### config.mk
export PLATFORM = sky130hd
export DESIGN_NAME = curve_point_serializer_flat
export DESIGN_NICKNAME = d
export VERILOG_FILES = /design/src/rtl/curve_point_serializer_if.sv /design/src/rtl/curve_point_serializer.sv /design/src/flat_wrapper.sv
export SDC_FILE = /design/constraint.sdc
export NUM_CORES = 1
export LEC_CHECK = 0
export BUFFER_PORTS_ARGS = -buffer_cell sky130_fd_sc_hd__buf_2
export CAP_MARGIN = 15
export CORE_MARGIN = 2
export CORE_UTILIZATION = 40
export CTS_BUF_LIST = sky130_fd_sc_hd__clkbuf_8
export CTS_CLUSTER_DIAMETER = 120
export DETAILED_ROUTE_END_ITERATION = 10
export PLACE_DENSITY_LB_ADDON = 0.3
export SYNTH_ARGS = -nofsm -noshare
export SYNTH_HDL_FRONTEND = slang
export SYNTH_SLANG_ARGS = --single-unit
### constraint.sdc
create_clock -name clk -period 22.7 [get_ports clk]
set_input_delay 1.135 -clock clk [delete_from_list [all_inputs] [get_ports clk]]
set_output_delay 1.135 -clock clk [all_outputs]
set_load 0.05 [all_outputs]
### src/rtl/curve_point_serializer_if.sv
// Point serializer handshake bundle: upstream point input, downstream word stream, status.
interface curve_point_serializer_if #(
    parameter int WORD_W = 32
) ();
    logic [511:0]        in_point;
    logic                in_valid;
    logic                in_ready;
    logic [WORD_W-1:0]   out_data;
    logic                out_valid;
    logic                out_ready;
    logic                out_last;
    logic                busy;

    modport slave (
        input  in_point, in_valid, out_ready,
        output in_ready, out_data, out_valid, out_last, busy
    );

    modport master (
        output in_point, in_valid, out_ready,
        input  in_ready, out_data, out_valid, out_last, busy
    );
endinterface

### src/rtl/curve_point_serializer.sv
// Streams a 512b curve point {x,y} as WORD_W-bit words, x then y, most-significant word first.
// Define POINT_SER_SEC1_HDR_EN to prefix each point with a SEC1 uncompressed tag word (0x04).
module curve_point_serializer #(
    parameter int WORD_W = 32
) (
    input  logic                       clk,
    input  logic                       reset,
    curve_point_serializer_if.slave    bus
);
    localparam int NWORDS = 2 * 256 / WORD_W;
`ifdef POINT_SER_SEC1_HDR_EN
    localparam int TOTAL  = NWORDS + 1;
`else
    localparam int TOTAL  = NWORDS;
`endif
    localparam int CNT_W  = $clog2(TOTAL);
    localparam int IDX_W  = $clog2(NWORDS);

    typedef enum logic {IDLE, SEND} state_e;

    state_e                         state_q, state_d;
    logic [CNT_W-1:0]               cnt_q, cnt_d;
    logic [511:0]                   hold_q, hold_d;

    logic [NWORDS-1:0][WORD_W-1:0]  hold_words;
    logic [IDX_W-1:0]               widx;
    logic [WORD_W-1:0]              word;
    logic                           busy, is_last;

    // {x,y} packed with x on top, so word 0 of the stream is the highest-indexed slice.
    assign hold_words = hold_q;
    assign busy       = (state_q == SEND);
    assign is_last    = (cnt_q == CNT_W'(TOTAL - 1));

`ifdef POINT_SER_SEC1_HDR_EN
    assign widx = IDX_W'(cnt_q - CNT_W'(1));
    assign word = (cnt_q == '0) ? WORD_W'(8'h04) : hold_words[IDX_W'(NWORDS - 1) - widx];
`else
    assign widx = IDX_W'(cnt_q);
    assign word = hold_words[IDX_W'(NWORDS - 1) - widx];
`endif

    // All outputs decode registered state only; out_ready never reaches in_ready.
    assign bus.in_ready  = (state_q == IDLE);
    assign bus.busy      = busy;
    assign bus.out_valid = busy;
    assign bus.out_last  = busy & is_last;
    assign bus.out_data  = busy ? word : '0;

    always_comb begin
        state_d = state_q;
        cnt_d   = cnt_q;
        hold_d  = hold_q;
        case (state_q)
            IDLE: begin
                if (bus.in_valid) begin
                    hold_d  = bus.in_point;
                    cnt_d   = '0;
                    state_d = SEND;
                end
            end
            SEND: begin
                if (bus.out_ready) begin
                    if (is_last) begin
                        cnt_d   = '0;
                        state_d = IDLE;
                    end else begin
                        cnt_d   = cnt_q + CNT_W'(1);
                    end
                end
            end
            default: state_d = IDLE;
        endcase
    end

    always_ff @(posedge clk or posedge reset) begin
        if (reset) begin
            state_q <= IDLE;
            cnt_q   <= '0;
            hold_q  <= '0;
        end else begin
            state_q <= state_d;
            cnt_q   <= cnt_d;
            hold_q  <= hold_d;
        end
    end
endmodule
### src/flat_wrapper.sv
// flat-port wrapper written by rule: the top's interface ports become plain ports
module curve_point_serializer_flat 
#(
    parameter int WORD_W = 32
)
  (clk, reset, bus_in_point, bus_in_valid, bus_out_ready, bus_in_ready, bus_out_data, bus_out_valid, bus_out_last, bus_busy);
  curve_point_serializer_if #(.WORD_W(WORD_W)) bus_i ();
  input  logic clk;
  input  logic reset;
  input wire logic [$bits(bus_i.in_point)-1:0] bus_in_point;
  input wire logic [$bits(bus_i.in_valid)-1:0] bus_in_valid;
  input wire logic [$bits(bus_i.out_ready)-1:0] bus_out_ready;
  output wire logic [$bits(bus_i.in_ready)-1:0] bus_in_ready;
  output wire logic [$bits(bus_i.out_data)-1:0] bus_out_data;
  output wire logic [$bits(bus_i.out_valid)-1:0] bus_out_valid;
  output wire logic [$bits(bus_i.out_last)-1:0] bus_out_last;
  output wire logic [$bits(bus_i.busy)-1:0] bus_busy;
  assign bus_i.in_point = bus_in_point;
  assign bus_i.in_valid = bus_in_valid;
  assign bus_i.out_ready = bus_out_ready;
  assign bus_in_ready = bus_i.in_ready;
  assign bus_out_data = bus_i.out_data;
  assign bus_out_valid = bus_i.out_valid;
  assign bus_out_last = bus_i.out_last;
  assign bus_busy = bus_i.busy;
  curve_point_serializer #(.WORD_W(WORD_W)) u_core (.clk(clk), .reset(reset), .bus(bus_i));
endmodule
---- Yosys cells after proc, flatten, opt, wreduce, memory -nomap -nowiden ----
Cells that the tools add are included.
storage, ports and cells
  output and inout bits ................... 36
  flip-flop bits (word level) ............. 517
cells by class
  $lt $le $gt $ge ......................... 1
  eq/ne operators ......................... 3
  bitwise operators ....................... 2
  multiplexer cells ....................... 11
  reductions and logical operators ........ 2
  add/sub/neg operators ................... 2
operators with widths
  kind                                                 count
  binary-select mux 32 bit (select 4 bit)              1
  2-to-1 mux 32 bit                                    2
  2-to-1 mux 4 bit                                     3
  case mux 4 bit (2 select lines)                      1
  < comparator 4 x 5 -> 1 bit (second input constant)  1
  adder 4 x 1 -> 4 bit (second input constant)         1
  == test 4 bit (second input constant)                1
  inequality test 2 bit (second input constant)        2
  AND reduction 2 bit                                  2
  subtractor 4 bit (first input constant)              1
  2-to-1 mux 1 bit                                     3
  case mux 1 bit (2 select lines)                      1
  AND 1 bit                                            1
  NOT 1 bit                                            1

---- Depth between registers and ports, before layout ----
Gate-level depths: netlist of the first run.
  depth in word-level cells ............... 4
  mapped depth ............................ 7
  gate-level depth less buffers ........... 5

---- Worst setup path after synthesis of the first run ----
Ideal clock, no wire load.
  path type ............................... register to output
  from .................................... register u_core.state_q (netlist: u_core.bus.busy)
  to ...................................... output bus_out_data[17]
  slack ................................... 19.261 ns
  stages on the path, launching flop included .. 4
  buffers on the path ..................... 1
  arrival ................................. 2.304 ns
  cells stage by stage .................... dfrtp_1 -> nand2b_1 -> clkbuf_1 -> o31ai_1
on the way
  longest elaborated chain between the ends .. 1
RTL lines
  what                    line                          RTL
  start, declared         curve_point_serializer.sv:21  state_e state_q, state_d;
  start signal, assigned  curve_point_serializer.sv:82  state_q <= state_d;
  2-to-1 mux 32 bit       curve_point_serializer.sv:48  assign bus.out_data = busy ? word : '0;
  end, declared           flat_wrapper.sv:14            output wire logic [$bits(bus_i.out_data)-1:0] bus_out_data;
No other way between the ends.

---- Worst setup path after layout of the first run ----
  from .................................... register u_core.cnt_q[0]
  to ...................................... output bus_out_data[17]
on the way
  longest elaborated chain between the ends .. 4
RTL lines
  what                                     line                          RTL
  start, declared                          curve_point_serializer.sv:22  logic [CNT_W-1:0] cnt_q, cnt_d;
  start signal, assigned                   curve_point_serializer.sv:83  cnt_q <= cnt_d;
  subtractor 4 bit                         curve_point_serializer.sv:40  assign word = hold_words[IDX_W'(NWORDS - 1) - widx];
  binary-select mux 32 bit (select 4 bit)  curve_point_serializer.sv:40
  2-to-1 mux 32 bit (not written as such)  curve_point_serializer.sv:40
  2-to-1 mux 32 bit                        curve_point_serializer.sv:48
No other way between the ends. The select of a mux whose other input is x is not followed.

==> results of run 1 <==
==> cell usage after synthesis, drive strengths merged <==
library cell and instances:
dfrtp 517, mux2 512, mux2i 240, a22oi 112, buf 111, nand2 60, o22ai 28, clkbuf 8
mux4 8, nor2 7, o21ai 6, o31ai 5, a221oi 4, a22o 4, nor2b 3, a21oi 2
a32o 2, and2 2, inv 2, a31oi 1, and3 1, clkinv 1, ha 1, nand2b 1
nand3 1, xnor2 1
==> final timing paths <==
path | endpoint | slack (ns) | start | cells past startpoint
min in group asynchronous | u_core.hold_q[179]$_DFFE_PP0P_ | 0.68 | reset | 2
worst max-delay path | bus_out_data[17] | 16.99 | u_core.cnt_q[0]$_DFFE_PP0P_ | 6
worst min register to register | u_core.hold_q[331]$_DFFE_PP0P_ | 0.50 | u_core.hold_q[331]$_DFFE_PP0P_ | 1
worst max register to register | u_core.hold_q[506]$_DFFE_PP0P_ | 18.74 | u_core.bus.busy$_DFF_PP0_ | 5
worst min-delay path | u_core.hold_q[331]$_DFFE_PP0P_ | 0.50 | u_core.hold_q[331]$_DFFE_PP0P_ | 1
max in group asynchronous | u_core.hold_q[387]$_DFFE_PP0P_ | 19.66 | reset | 4
==> power by group <==
group	internal, W	leakage [nW]	total, W	switching [W]
clock	0.000483	1.07	0.000875	0.000392
sequential	0.00139	6.31	0.00165	0.000263
combinational	0.000759	6.23	0.00174	0.000986
==> cell type report <==
cell class / count / area, um2
Timing Repair Buffer: 570 / 2970
Tap cell: 773 / 967.2
Clock buffer: 120 / 1652
Antenna cell: 27 / 67.56
Sequential cell: 517 / 12940
Inverter: 3 / 18.77
Fill cell: 5264 / 30150
Clock inverter: 39 / 231.5
Multi-Input combinational cell: 1001 / 9907
==> registers in the layout (all words and copies together) (netlist names) <==
name	count
u_core.hold_q	512
u_core.cnt_q	4
u_core.bus.busy	1
==> metrics by stage <==
stage,worst slack (ns),util [%],hold slack [ns],cell area [um2]
final,16.99,48.81,0.5005,28760
after global routing,16.77,48.78,0.5131,28740
after CTS,16.91,48.65,0.5052,28660
after detailed placement,17.68,45.46,0.4925,26780
after global placement,17.75,45.46,0.4805,26780
after floorplan,7.123,-,0.4718,23790
==> routing by layer <==
layer  up-vias  wire, um
met1      8070     28540
met4        22      2105
met2       523     32360
met5         -       121
met3       144      5005
li1       7169         -
==> cells by family after synthesis <==
group	after synthesis	share of synthesized area (%)
muxes	760	35.14
and+or+nand+nor	75	1.263
DFF	517	54.39
buffers and inverters	122	4.108
xor gates and xnor gates	1	0.03683
adders and majority gates	1	0.05260
AOI/OAI and AO/OA	164	5.003
==> insert_results.sql, run 1 <==
INSERT INTO impl_metrics (metric_group, metric, value, unit) VALUES
('status', 'run_status', 'completed', ''),
('setup_path', 'crit_type', 'reg2out', ''),
('floorplan', 'rows', '89', ''),
('cts', 'ctsLongestPathBuffers', '3', ''),
('setup_path', 'critical_path_peak_fanout', '54', ''),
('floorplan', 'pin_count', '552', ''),
('cells_and_area', 'area_growth_syn_to_layout', '20.89', '%'),
('setup_path', 'cp_data_required_time', '21.57', 'ns'),
('floorplan', 'die_span_in_x', '247.9', 'um'),
('flow_run', 'maxCapViolCount', '0', ''),
('setup_path', 'timing.critical_path.max_delay_family', 'buffers and inverters', ''),
('power', 'total_power', '0.004269', 'W'),
('logic_synthesis', 'cell_area_after_synthesis', '23790', 'um2'),
('setup_path', 'timing.critical_path.to_type', 'output pin', ''),
('global_route', 'grt_pass1_vias', '16970', ''),
('placed_design', 'placed_cells_incl_taps', '2863', ''),
('global_route', 'globalRouteTotalUtil', '21.77', '%'),
('global_route', 'busiest_layer', 'met2', ''),
('drt', 'drc', '0', ''),
('logic_synthesis', 'synth_sequential_area_ratio', '54.39', '%'),
('logic_synthesis', 'synth_warnings', '0', ''),
('global_route', 'initial_antenna_violation_count', '36', ''),
('power', 'power_per_unit_of_standard_cell_area', '148.5', 'nW/um2'),
('cts', 'cts_hold_repair.buffers', '0', ''),
('setup_path', 'slowest_delay', '0.99', 'ns'),
('timing', 'fin_tns_setup', '0', 'ns'),
('cells_and_area', 'final_common_cell', 'sky130_fd_sc_hd__buf_2', ''),
('timing', 'clock_period_minus_worst_slack', '5.715', 'ns'),
('drt', 'postRouteAntennaNets', '0', ''),
('floorplan', 'initial_utilization', '40.38', '%'),
('cts', 'tritoncts', 'yes', ''),
('logic_synthesis', 'syn_inst', '1640', ''),
('drt', 'dr_total_vias', '15930', ''),
('global_route', 'grt_start_max_net_pins', '199', ''),
('setup_path', 'critical-path-slowest-cell', 'sky130_fd_sc_hd__dfrtp_4', ''),
('logic_synthesis', 'ys_ff_latch', '517', ''),
('logic_synthesis', 'syn_avg_cell_area', '14.50', 'um2'),
('logic_synthesis', 'synth_largest_area_cell', 'sky130_fd_sc_hd__dfrtp_1', ''),
('timing', 'grt_setup_unrepaired', 'false', ''),
('setup_path', 'start_kind', 'register', ''),
('global_route', 'grt_pass1_wl', '100.9', 'mm'),
('timing', 'timing_limited_maximum_frequency', '0.1750', 'GHz'),
('drt', 'first_iter_violations', '804', ''),
('timing', 'period_utilisation_layout', '25.18', '%'),
('logic_synthesis', 'synthDominantCellAreaShare', '54.39', '%'),
('drt', 'detail_route.vias_per_cell', '5.222', ''),
('placed_design', 'numPortBuffers', '551', ''),
('power', 'power.static_leakage', '13.61', 'nW'),
('cts', 'tritoncts.num_buffers', '90', ''),
('placed_design', 'gpl.final_weighted_congestion', '0.8619', ''),
('global_route', 'globalRouteMet2Util', '34.75', '%'),
('floorplan', 'die-height', '247.9', 'um'),
('logic_synthesis', 'synthDistinctLibCells', '34', ''),
('floorplan', 'die_area', '61430', 'um2'),
('setup_path', 'timing.critical_path.mode_cell', 'sky130_fd_sc_hd__buf_4', ''),
('timing', 'maxSlewHeadroom', '21.85', '%'),
('logic_synthesis', 'synth.area.top_cells', 'sky130_fd_sc_hd__dfrtp_1 54%, sky130_fd_sc_hd__mux2_2 24%, sky130_fd_sc_hd__mux2i_1 10%', ''),
('global_route', 'grt_met3_use', '6.272', '%'),
('cts', 'path_clk_slew', '0.06', 'ns'),
('setup_path', 'crit_buf_inv', '3', ''),
('global_route', 'globalRoute.totalOverflow', '0', ''),
('power', 'ir_drop', '0.1006', 'mV'),
('drt', 'route.detailed.wl_per_inst', '22.34', 'um'),
('cts', 'cts_resized', '0', ''),
('cts', 'cts-htree-levels', '3', ''),
('setup_path', 'timing.critical_path.cells', 'buf_4, buf_4, mux4_2, nor2_1, o31ai_1, buf_2', ''),
('timing', 'setup_violations_final', '0', ''),
('cts', 'post-cts-setup-buffer-count', '0', ''),
('cts', 'clock_sinks', '517', ''),
('worst_hold_path', 'min-delay-path-class', 'reg2reg', ''),
('cts', 'clk_root_buffer_cell', 'sky130_fd_sc_hd__clkbuf_8', '');
Note: power is estimated with default switching activity, not from simulation.
==> run 2, diff against run 1 <==
==> constraint.sdc (replaced) <==
create_clock -name clk -period 5.5 [get_ports clk]
set_input_delay 0.275 -clock clk [delete_from_list [all_inputs] [get_ports clk]]
set_output_delay 0.275 -clock clk [all_outputs]
set_load 0.05 [all_outputs]
==> run 2 against run 1 <==
Combinational power grew to 4.4 times the previous value. Die area stayed put. Clock-buffer cell count is 2 higher. First-iteration DRC count is 35% higher.
==> insert_results.sql, run 2 (synthesis results as in run 1) <==
INSERT INTO impl_metrics (metric_group, metric, value, unit) VALUES
('placed_design', 'gpl.final_weighted_congestion', '0.8755', ''),
('floorplan', 'placeableCoreArea', '58910', 'um2'),
('global_route', 'globalRoute.totalOverflow', '0', ''),
('global_route', 'grt_pass1_wl', '116.3', 'mm'),
('floorplan', 'die_span_in_x', '247.9', 'um'),
('setup_path', 'start_kind', 'register', ''),
('drt', 'postRouteAntennaNets', '0', ''),
('global_route', 'grt_pass1_vias', '20520', ''),
('floorplan', 'rows', '89', ''),
('cts', 'path_clk_slew', '0.06', 'ns'),
('setup_path', 'crit_type', 'reg2out', ''),
('timing', 'max_slew.worst_pin.slew', '1.194', 'ns'),
('placed_design', 'numPortBuffers', '551', ''),
('cts', 'tritoncts', 'yes', ''),
('timing', 'final.setup_skew', '0.01880', 'ns'),
('timing', 'period_utilisation_layout', '70.34', '%'),
('cts', 'cts-htree-levels', '3', ''),
('global_route', 'grt_met3_use', '4.758', '%'),
('global_route', 'grt_start_max_net_pins', '196', ''),
('global_route', 'globalRouteTotalUtil', '24.86', '%'),
('floorplan', 'die_area', '61430', 'um2'),
('setup_path', 'worst_ep_arrival_time', '3.59', 'ns'),
('drt', 'dr_total_vias', '18430', ''),
('worst_hold_path', 'min-delay-path-class', 'in2reg', ''),
('power', 'power.static_leakage', '15.85', 'nW'),
('drt', 'routed_wl', '78.07', 'mm'),
('global_route', 'busiest_layer', 'met2', ''),
('cells_and_area', 'fraction_of_layout_cells_with_a_size_suffix_above_1', '44.77', '%'),
('floorplan', 'initial_utilization', '40.38', '%'),
('worst_hold_path', 'holdCritStartpoint', 'bus_in_valid', ''),
('setup_path', 'cp_data_required_time', '5.22', 'ns'),
('global_route', 'globalRouteMet2Util', '41.31', '%'),
('cts', 'tritoncts.num_buffers', '94', ''),
('setup_path', 'r2r_slack', '2.70', 'ns'),
('global_route', 'initial_antenna_violation_count', '24', ''),
('cts', 'ctsLongestPathBuffers', '3', ''),
('timing', 'setup_violations_final', '0', ''),
('cells_and_area', 'finish.utilization', '57.85', '%'),
('drt', 'drt_pass1_iterations', '5', ''),
('power', 'power_per_unit_of_standard_cell_area', '536.1', 'nW/um2'),
('setup_path', 'critical_path.startpoint', 'u_core.cnt_q[1]$_DFFE_PP0P_', ''),
('cells_and_area', 'largest_register_ffs', '512', ''),
('placed_design', 'placed_cells_incl_taps', '2877', ''),
('floorplan', 'pin_count', '552', ''),
('floorplan', 'die-height', '247.9', 'um'),
('timing', 'maxSlewHeadroom', '20.42', '%'),
('global_route', 'grt_use_met1', '31.76', '%'),
('cells_and_area', 'final_common_cell', 'sky130_fd_sc_hd__buf_2', ''),
('cells_and_area', 'final_area', '34080', 'um2'),
('cells_and_area', 'final_cell_mix', '551 x sky130_fd_sc_hd__buf_2, 516 x sky130_fd_sc_hd__dfrtp_1, 515 x sky130_fd_sc_hd__dlygate4sd3_1', ''),
('timing', 'final_max_slew_viol_count', '0', ''),
('cts', 'post-cts-setup-buffer-count', '0', ''),
('setup_path', 'timing.critical_path.to_type', 'output pin', ''),
('cts', 'worstSkewPairLatency', '0.68', 'ns'),
('drt', 'route.detailed.wl_per_inst', '21.79', 'um'),
('timing', 'hold_violations', '0', ''),
('status', 'run_status', 'completed', ''),
('timing', 'clock_period_minus_worst_slack', '3.869', 'ns'),
('setup_path', 'critical_path_peak_fanout', '31', ''),
('drt', 'drc', '0', ''),
('power', 'ir_drop', '0.3539', 'mV'),
('setup_path', 'crit-reg2reg-launch', 'u_core.bus.busy$_DFF_PP0_', ''),
('placed_design', 'placement.cell_area', '26950', 'um2'),
('cts', 'clock_sinks', '517', ''),
('placed_design', 'dpl.hpwl', '49.71', 'mm'),
('drt', 'first_iter_violations', '1089', ''),
('timing', 'grt_setup_unrepaired', 'false', ''),
('timing', 'timing_limited_maximum_frequency', '0.2585', 'GHz'),
('cells_and_area', 'regMostFlops', 'u_core.hold_q', ''),
('cells_and_area', 'area_growth_syn_to_layout', '43.27', '%'),
('timing', 'fin_tns_setup', '0', 'ns'),
('cts', 'clk_root_buffer_cell', 'sky130_fd_sc_hd__clkbuf_8', ''),
('cells_and_area', 'stdcell_count', '3582', ''),
('cells_and_area', 'final_net_count', '3232', ''),
('flow_run', 'maxCapViolCount', '0', ''),
('drt', 'detail_route.vias_per_cell', '5.146', '');
-- run 2: report_power, final --
part	internal [W]	switching (W)
Sequential	0.00573	0.00117
Clock	0.00199	0.00168
Combinational	0.00341	0.00430
-- run 2: routing by layer --
layer	vias to the layer above	wire [um]	share of wire, %
met5	-	0	0
met3	204	4317	5.5
met4	0	2597	3.3
li1	8234	-	-
met1	9299	32770	42
met2	696	38380	49
-- run 2: worst max-delay path: stages, from the launching register on --
cell and delay (ns):
sky130_fd_sc_hd__dfrtp_1 0.47, sky130_fd_sc_hd__buf_4 0.33, sky130_fd_sc_hd__and2_2 0.70, sky130_fd_sc_hd__buf_4 0.58, sky130_fd_sc_hd__a22oi_1 0.20, sky130_fd_sc_hd__nand2_1 0.20
sky130_fd_sc_hd__o22ai_1 0.12, sky130_fd_sc_hd__buf_2 0.25
-- run 2: area by class of cell --
class | count | area [um2]
fill | 4623 | 24830
sequential | 517 | 12940
multi-input combinational | 1001 | 9907
timing repair buffer | 1098 | 8278
clock buffer | 122 | 1679
tap | 773 | 967.2
clock inverter | 42 | 225.2
antenna | 26 | 65.06
inverter | 3 | 15.01
-- run 2: repair_timing --
item,in CTS,in global routing
hold buffers,515,0
resized for setup,0,0
endpoints found under the hold margin,538,0
-- run 2: final timing paths --
path,end,cells after the start
min reg2reg,u_core.hold_q[224]$_DFFE_PP0P_,1
max,bus_out_data[21],7
min in group asynchronous,u_core.hold_q[341]$_DFFE_PP0P_,3
max in group asynchronous,u_core.hold_q[358]$_DFFE_PP0P_,5
max reg2reg,u_core.hold_q[3]$_DFFE_PP0P_,4
min,u_core.cnt_q[2]$_DFFE_PP0P_,3
-- run 2: metrics by stage --
| stage | worst slack [ns] | hold WS [ns] | total power (W) |
|---|---|---|---|
| after floorplan | -1.797 | 0.3781 | 0.01206 |
| after CTS | 1.627 | 0.03746 | 0.01817 |
| final | 1.631 | 0.09995 | 0.01827 |
| after detailed placement | 2.422 | 0.4229 | 0.01416 |
| after global placement | 2.451 | 0.4100 | 0.01397 |
| after global routing | 1.461 | 0.05529 | 0.01924 |
==> run 3, diff against run 2 <==
--- a/config.mk
+++ b/config.mk
@@ -5,6 +5,7 @@
 export SDC_FILE = /design/constraint.sdc
 export NUM_CORES = 1
 export LEC_CHECK = 0
+export ABC_AREA = 1
 export BUFFER_PORTS_ARGS = -buffer_cell sky130_fd_sc_hd__buf_2
 export CAP_MARGIN = 15
 export CORE_MARGIN = 2
==> constraint.sdc (replaced) <==
create_clock -name clk -period 3.35 [get_ports clk]
set_input_delay 0.1675 -clock clk [delete_from_list [all_inputs] [get_ports clk]]
set_output_delay 0.1675 -clock clk [all_outputs]
set_load 0.05 [all_outputs]
==> run 3 against run 2 <==
Sequential power up 54%. Sequential share of layout area shrank 2.1 points. Critical endpoint is now bus_out_data[6]. Hold slack worse by 0.020 ns. Largest cell class unchanged. Via count rose by 46%. Global-route usage increased by 8.3 points. Register-to-register slack lost 1.5 ns. Die area up 5.6%. Critical path type unchanged. Synthesized area rose by 5.7%. Combinational power up 120%. Design area rose by 5.8%. Final cell count is 48% higher. Total power is 85% higher.
==> insert_results.sql, run 3 <==
INSERT INTO impl_metrics (metric_group, metric, value, unit) VALUES
('status', 'run_status', 'completed', ''),
('timing', 'setup_violations_final', '0', ''),
('worst_hold_path', 'min-delay-path-class', 'in2async', ''),
('floorplan', 'die_span_in_x', '254.8', 'um'),
('global_route', 'grt_pass1_vias', '27200', ''),
('logic_synthesis', 'cell_area_after_synthesis', '25150', 'um2'),
('timing', 'final.setup_skew', '0.03365', 'ns'),
('drt', 'detail_route.vias_per_cell', '5.067', ''),
('logic_synthesis', 'synthDistinctLibCells', '19', ''),
('setup_path', 'cp_data_required_time', '3.18', 'ns'),
('timing', 'final.hold.worst_slack', '0.07986', 'ns'),
('power', 'power_per_unit_of_standard_cell_area', '935.0', 'nW/um2'),
('setup_path', 'crit_type', 'reg2out', ''),
('cts', 'ctsLongestPathBuffers', '3', ''),
('setup_path', 'slowest_delay', '0.54', 'ns'),
('setup_path', 'reg2reg_depth', '6', ''),
('cells_and_area', 'final_common_cell', 'sky130_fd_sc_hd__nand2_1', ''),
('cells_and_area', 'finish.utilization', '58.22', '%'),
('floorplan', 'die_area', '64900', 'um2'),
('setup_path', 'timing.critical_path.cells', 'buf_12, o21ai_0, nand2_1, nand3_1, nand3_1, a21oi_1, buf_12', ''),
('cells_and_area', 'fraction_of_layout_cells_with_a_size_suffix_above_1', '17.28', '%'),
('drt', 'routed_wl', '109.1', 'mm'),
('drt', 'drc', '0', ''),
('drt', 'postRouteAntennaNets', '0', ''),
('logic_synthesis', 'syn_avg_cell_area', '7.446', 'um2'),
('setup_path', 'crit_buf_inv', '2', ''),
('placed_design', 'numPortBuffers', '551', ''),
('cts', 'worstSkewPairLatency', '0.71', 'ns'),
('timing', 'fin_ws', '0.03439', 'ns'),
('logic_synthesis', 'synth_warnings', '0', ''),
('timing', 'hold_violations', '0', ''),
('setup_path', 'timing.critical_path.max_delay_family', 'compound AO/OA/AOI/OAI gates', ''),
('logic_synthesis', 'ys_ff_latch', '517', ''),
('logic_synthesis', 'dominantRegCellSynth', 'sky130_fd_sc_hd__dfrtp_1', ''),
('cells_and_area', 'final_net_count', '4898', ''),
('setup_path', 'crit-reg2reg-launch', 'u_core.cnt_q[0]$_DFFE_PP0P_', ''),
('logic_synthesis', 'synth_sequential_area_ratio', '51.44', '%'),
('setup_path', 'worst_ep_arrival_time', '3.15', 'ns'),
('global_route', 'globalRouteTotalUtil', '33.15', '%'),
('cts', 'tritoncts.num_buffers', '95', ''),
('floorplan', 'rows', '91', ''),
('placed_design', 'gpl.final_weighted_congestion', '0.9053', ''),
('floorplan', 'initial_utilization', '40.61', '%'),
('logic_synthesis', 'ys_async_sr_fraction', '100.0', '%'),
('flow_run', 'maxCapViolCount', '0', ''),
('placed_design', 'dpl.hpwl', '71.07', 'mm'),
('timing', 'timing_limited_maximum_frequency', '0.3016', 'GHz'),
('global_route', 'grt_pass1_wl', '159.7', 'mm'),
('timing', 'maxSlewHeadroom', '41.96', '%'),
('setup_path', 'critical-path-slowest-cell', 'sky130_fd_sc_hd__dfrtp_4', ''),
('setup_path', 'start_kind', 'register', ''),
('drt', 'dr_total_vias', '26880', ''),
('cts', 'clock_sinks', '517', ''),
('logic_synthesis', 'yosysMostFrequentCell', 'sky130_fd_sc_hd__nand2_1', ''),
('cts', 'path_clk_slew', '0.06', 'ns'),
('drt', 'drt_pass1_iterations', '8', ''),
('setup_path', 'timing.critical_path.to_type', 'output pin', ''),
('global_route', 'globalRoute.totalOverflow', '0', ''),
('logic_synthesis', 'synthDominantCellAreaShare', '51.44', '%'),
('timing', 'final_max_slew_viol_count', '0', ''),
('cells_and_area', 'final_cell_mix', '1,230 x sky130_fd_sc_hd__nand2_1, 525 x sky130_fd_sc_hd__buf_2, 516 x sky130_fd_sc_hd__dlygate4sd3_1', ''),
('logic_synthesis', 'syn_inst', '3378', ''),
('power', 'ir_drop', '0.7608', 'mV'),
('drt', 'first_iter_violations', '3160', ''),
('cells_and_area', 'largest_register_ffs', '512', ''),
('logic_synthesis', 'synth_largest_area_cell', 'sky130_fd_sc_hd__dfrtp_1', ''),
('setup_path', 'critical_path_peak_fanout', '118', ''),
('floorplan', 'placeableCoreArea', '61940', 'um2'),
('global_route', 'initial_antenna_violation_count', '15', ''),
('timing', 'period_utilisation_layout', '98.97', '%'),
('floorplan', 'pin_count', '552', ''),
('global_route', 'grt_start_max_net_pins', '128', ''),
('logic_synthesis', 'netlist_top_cells_count', '1,230 x sky130_fd_sc_hd__nand2_1, 517 x sky130_fd_sc_hd__dfrtp_1, 415 x sky130_fd_sc_hd__inv_1', ''),
('logic_synthesis', 'synth_nets', '3895', ''),
('power', 'power.static_leakage', '18.16', 'nW'),
('cts', 'cts-htree-levels', '3', ''),
('cells_and_area', 'area_growth_syn_to_layout', '43.37', '%'),
('logic_synthesis', 'synth.area.top_cells', 'sky130_fd_sc_hd__dfrtp_1 51%, sky130_fd_sc_hd__nand2_1 18%, sky130_fd_sc_hd__nand3_1 6.9%', ''),
('placed_design', 'place_ws', '0.6306', 'ns'),
('cts', 'clk_root_buffer_cell', 'sky130_fd_sc_hd__clkbuf_8', ''),
('cells_and_area', 'regMostFlops', 'u_core.hold_q', ''),
('cells_and_area', 'filler_cell_count', '5411', ''),
('timing', 'clock_period_minus_worst_slack', '3.316', 'ns'),
('setup_path', 'r2r_slack', '1.18', 'ns'),
('drt', 'route.detailed.wl_per_inst', '20.57', 'um'),
('timing', 'max_slew.worst_pin.slew', '0.8705', 'ns'),
('setup_path', 'destination_of_the_worst_register_to_register_timing_path', 'u_core.bus.busy$_DFF_PP0_', ''),
('logic_synthesis', 'synth-edff-count', '0', ''),
('cts', 'tritoncts', 'yes', ''),
('floorplan', 'die-height', '254.8', 'um');
run 3: cell types whose count changed in the layout (fill, tap and decap cells not counted), sizes merged, moves of 158 or more:
cell / previous run / this run
o21ai: 6 / 435
nand2: 60 / 1231
mux2: 512 / 0
nor2: 7 / 165
mux2i: 240 / 0
nand3: 1 / 349
inv: 31 / 452
run 3: layout make-up:
class                           count  area [um2]  area share (%)
Clock buffer                      116        1597           4.427
Multi-Input combinational cell   2217        9383           26.02
Tap cell                          837        1047           2.904
Clock inverter                     55       341.6          0.9473
Timing Repair Buffer             1129        9104           25.25
Sequential cell                   517       12950           35.91
Inverter                          421        1604           4.448
Antenna cell                       14       35.03         0.09715
run 3: repair_timing:
action	4_1_cts	5_1_grt
hold buffers	516	0
setup endpoints to repair	3	9
hold endpoints to repair	609	0
buffers inserted	0	0
resized for setup	3	3
run 3: logic make-up after synthesis:
family,Yosys count,synth area share [%]
AO/OA/AOI/OAI,471,9.387
adder cells (fa/ha/maj),1,0.04974
AND/OR/NAND/NOR,1745,27.79
flip-flops,517,51.44
buffers and inverters,644,11.34
run 3: worst max-delay path by stage:
stage,endpoint,from,slack [ns],depth (start not counted)
global placement,bus_out_data[2],u_core.cnt_q[1]$_DFFE_PP0P_,0.66,7
global route,bus_out_data[0],u_core.cnt_q[0]$_DFFE_PP0P_,-0.0004,8
CTS,bus_out_data[2],u_core.cnt_q[1]$_DFFE_PP0P_,0.02,7
finish,bus_out_data[6],u_core.cnt_q[0]$_DFFE_PP0P_,0.03,7
detailed placement,bus_out_data[2],u_core.cnt_q[1]$_DFFE_PP0P_,0.63,7
floorplan,u_core.bus.busy$_DFF_PP0_,reset,-3.84,1
run 3: tightest hold or removal path, cell delays in order:
cell,delay [ns]
sky130_fd_sc_hd__dlygate4sd3_1,0.54
sky130_fd_sc_hd__buf_2,0.13
sky130_fd_sc_hd__clkinvlp_4,0.37
run 3: metrics by stage:
step                instances  instance area [um2]     TNS, ns  power [W]
global route             5301                36050  -0.0004201    0.03576
floorplan                3378                25160    -1985.16    0.02022
detailed placement       4605                28900           0    0.02662
CTS                      5292                36020           0    0.03343
finish                   5306                36060           0    0.03371
global placement         4605                28900           0    0.02638
run 3: layer usage:
layer / vias up / global-route usage (%) / wire [um]
met5: - / 0 / 64
met4: 10 / 20.18 / 6755
met3: 373 / 6.358 / 8440
met2: 1399 / 52.10 / 49840
met1: 12650 / 42.45 / 44040
li1: 12450 / - / -
run 3: report_power, final:
group / internal [W] / switching (W)
logic: 0.00578 / 0.0111
clock network: 0.00337 / 0.00288
registers: 0.00936 / 0.00126
total: 0.0185 / 0.0152
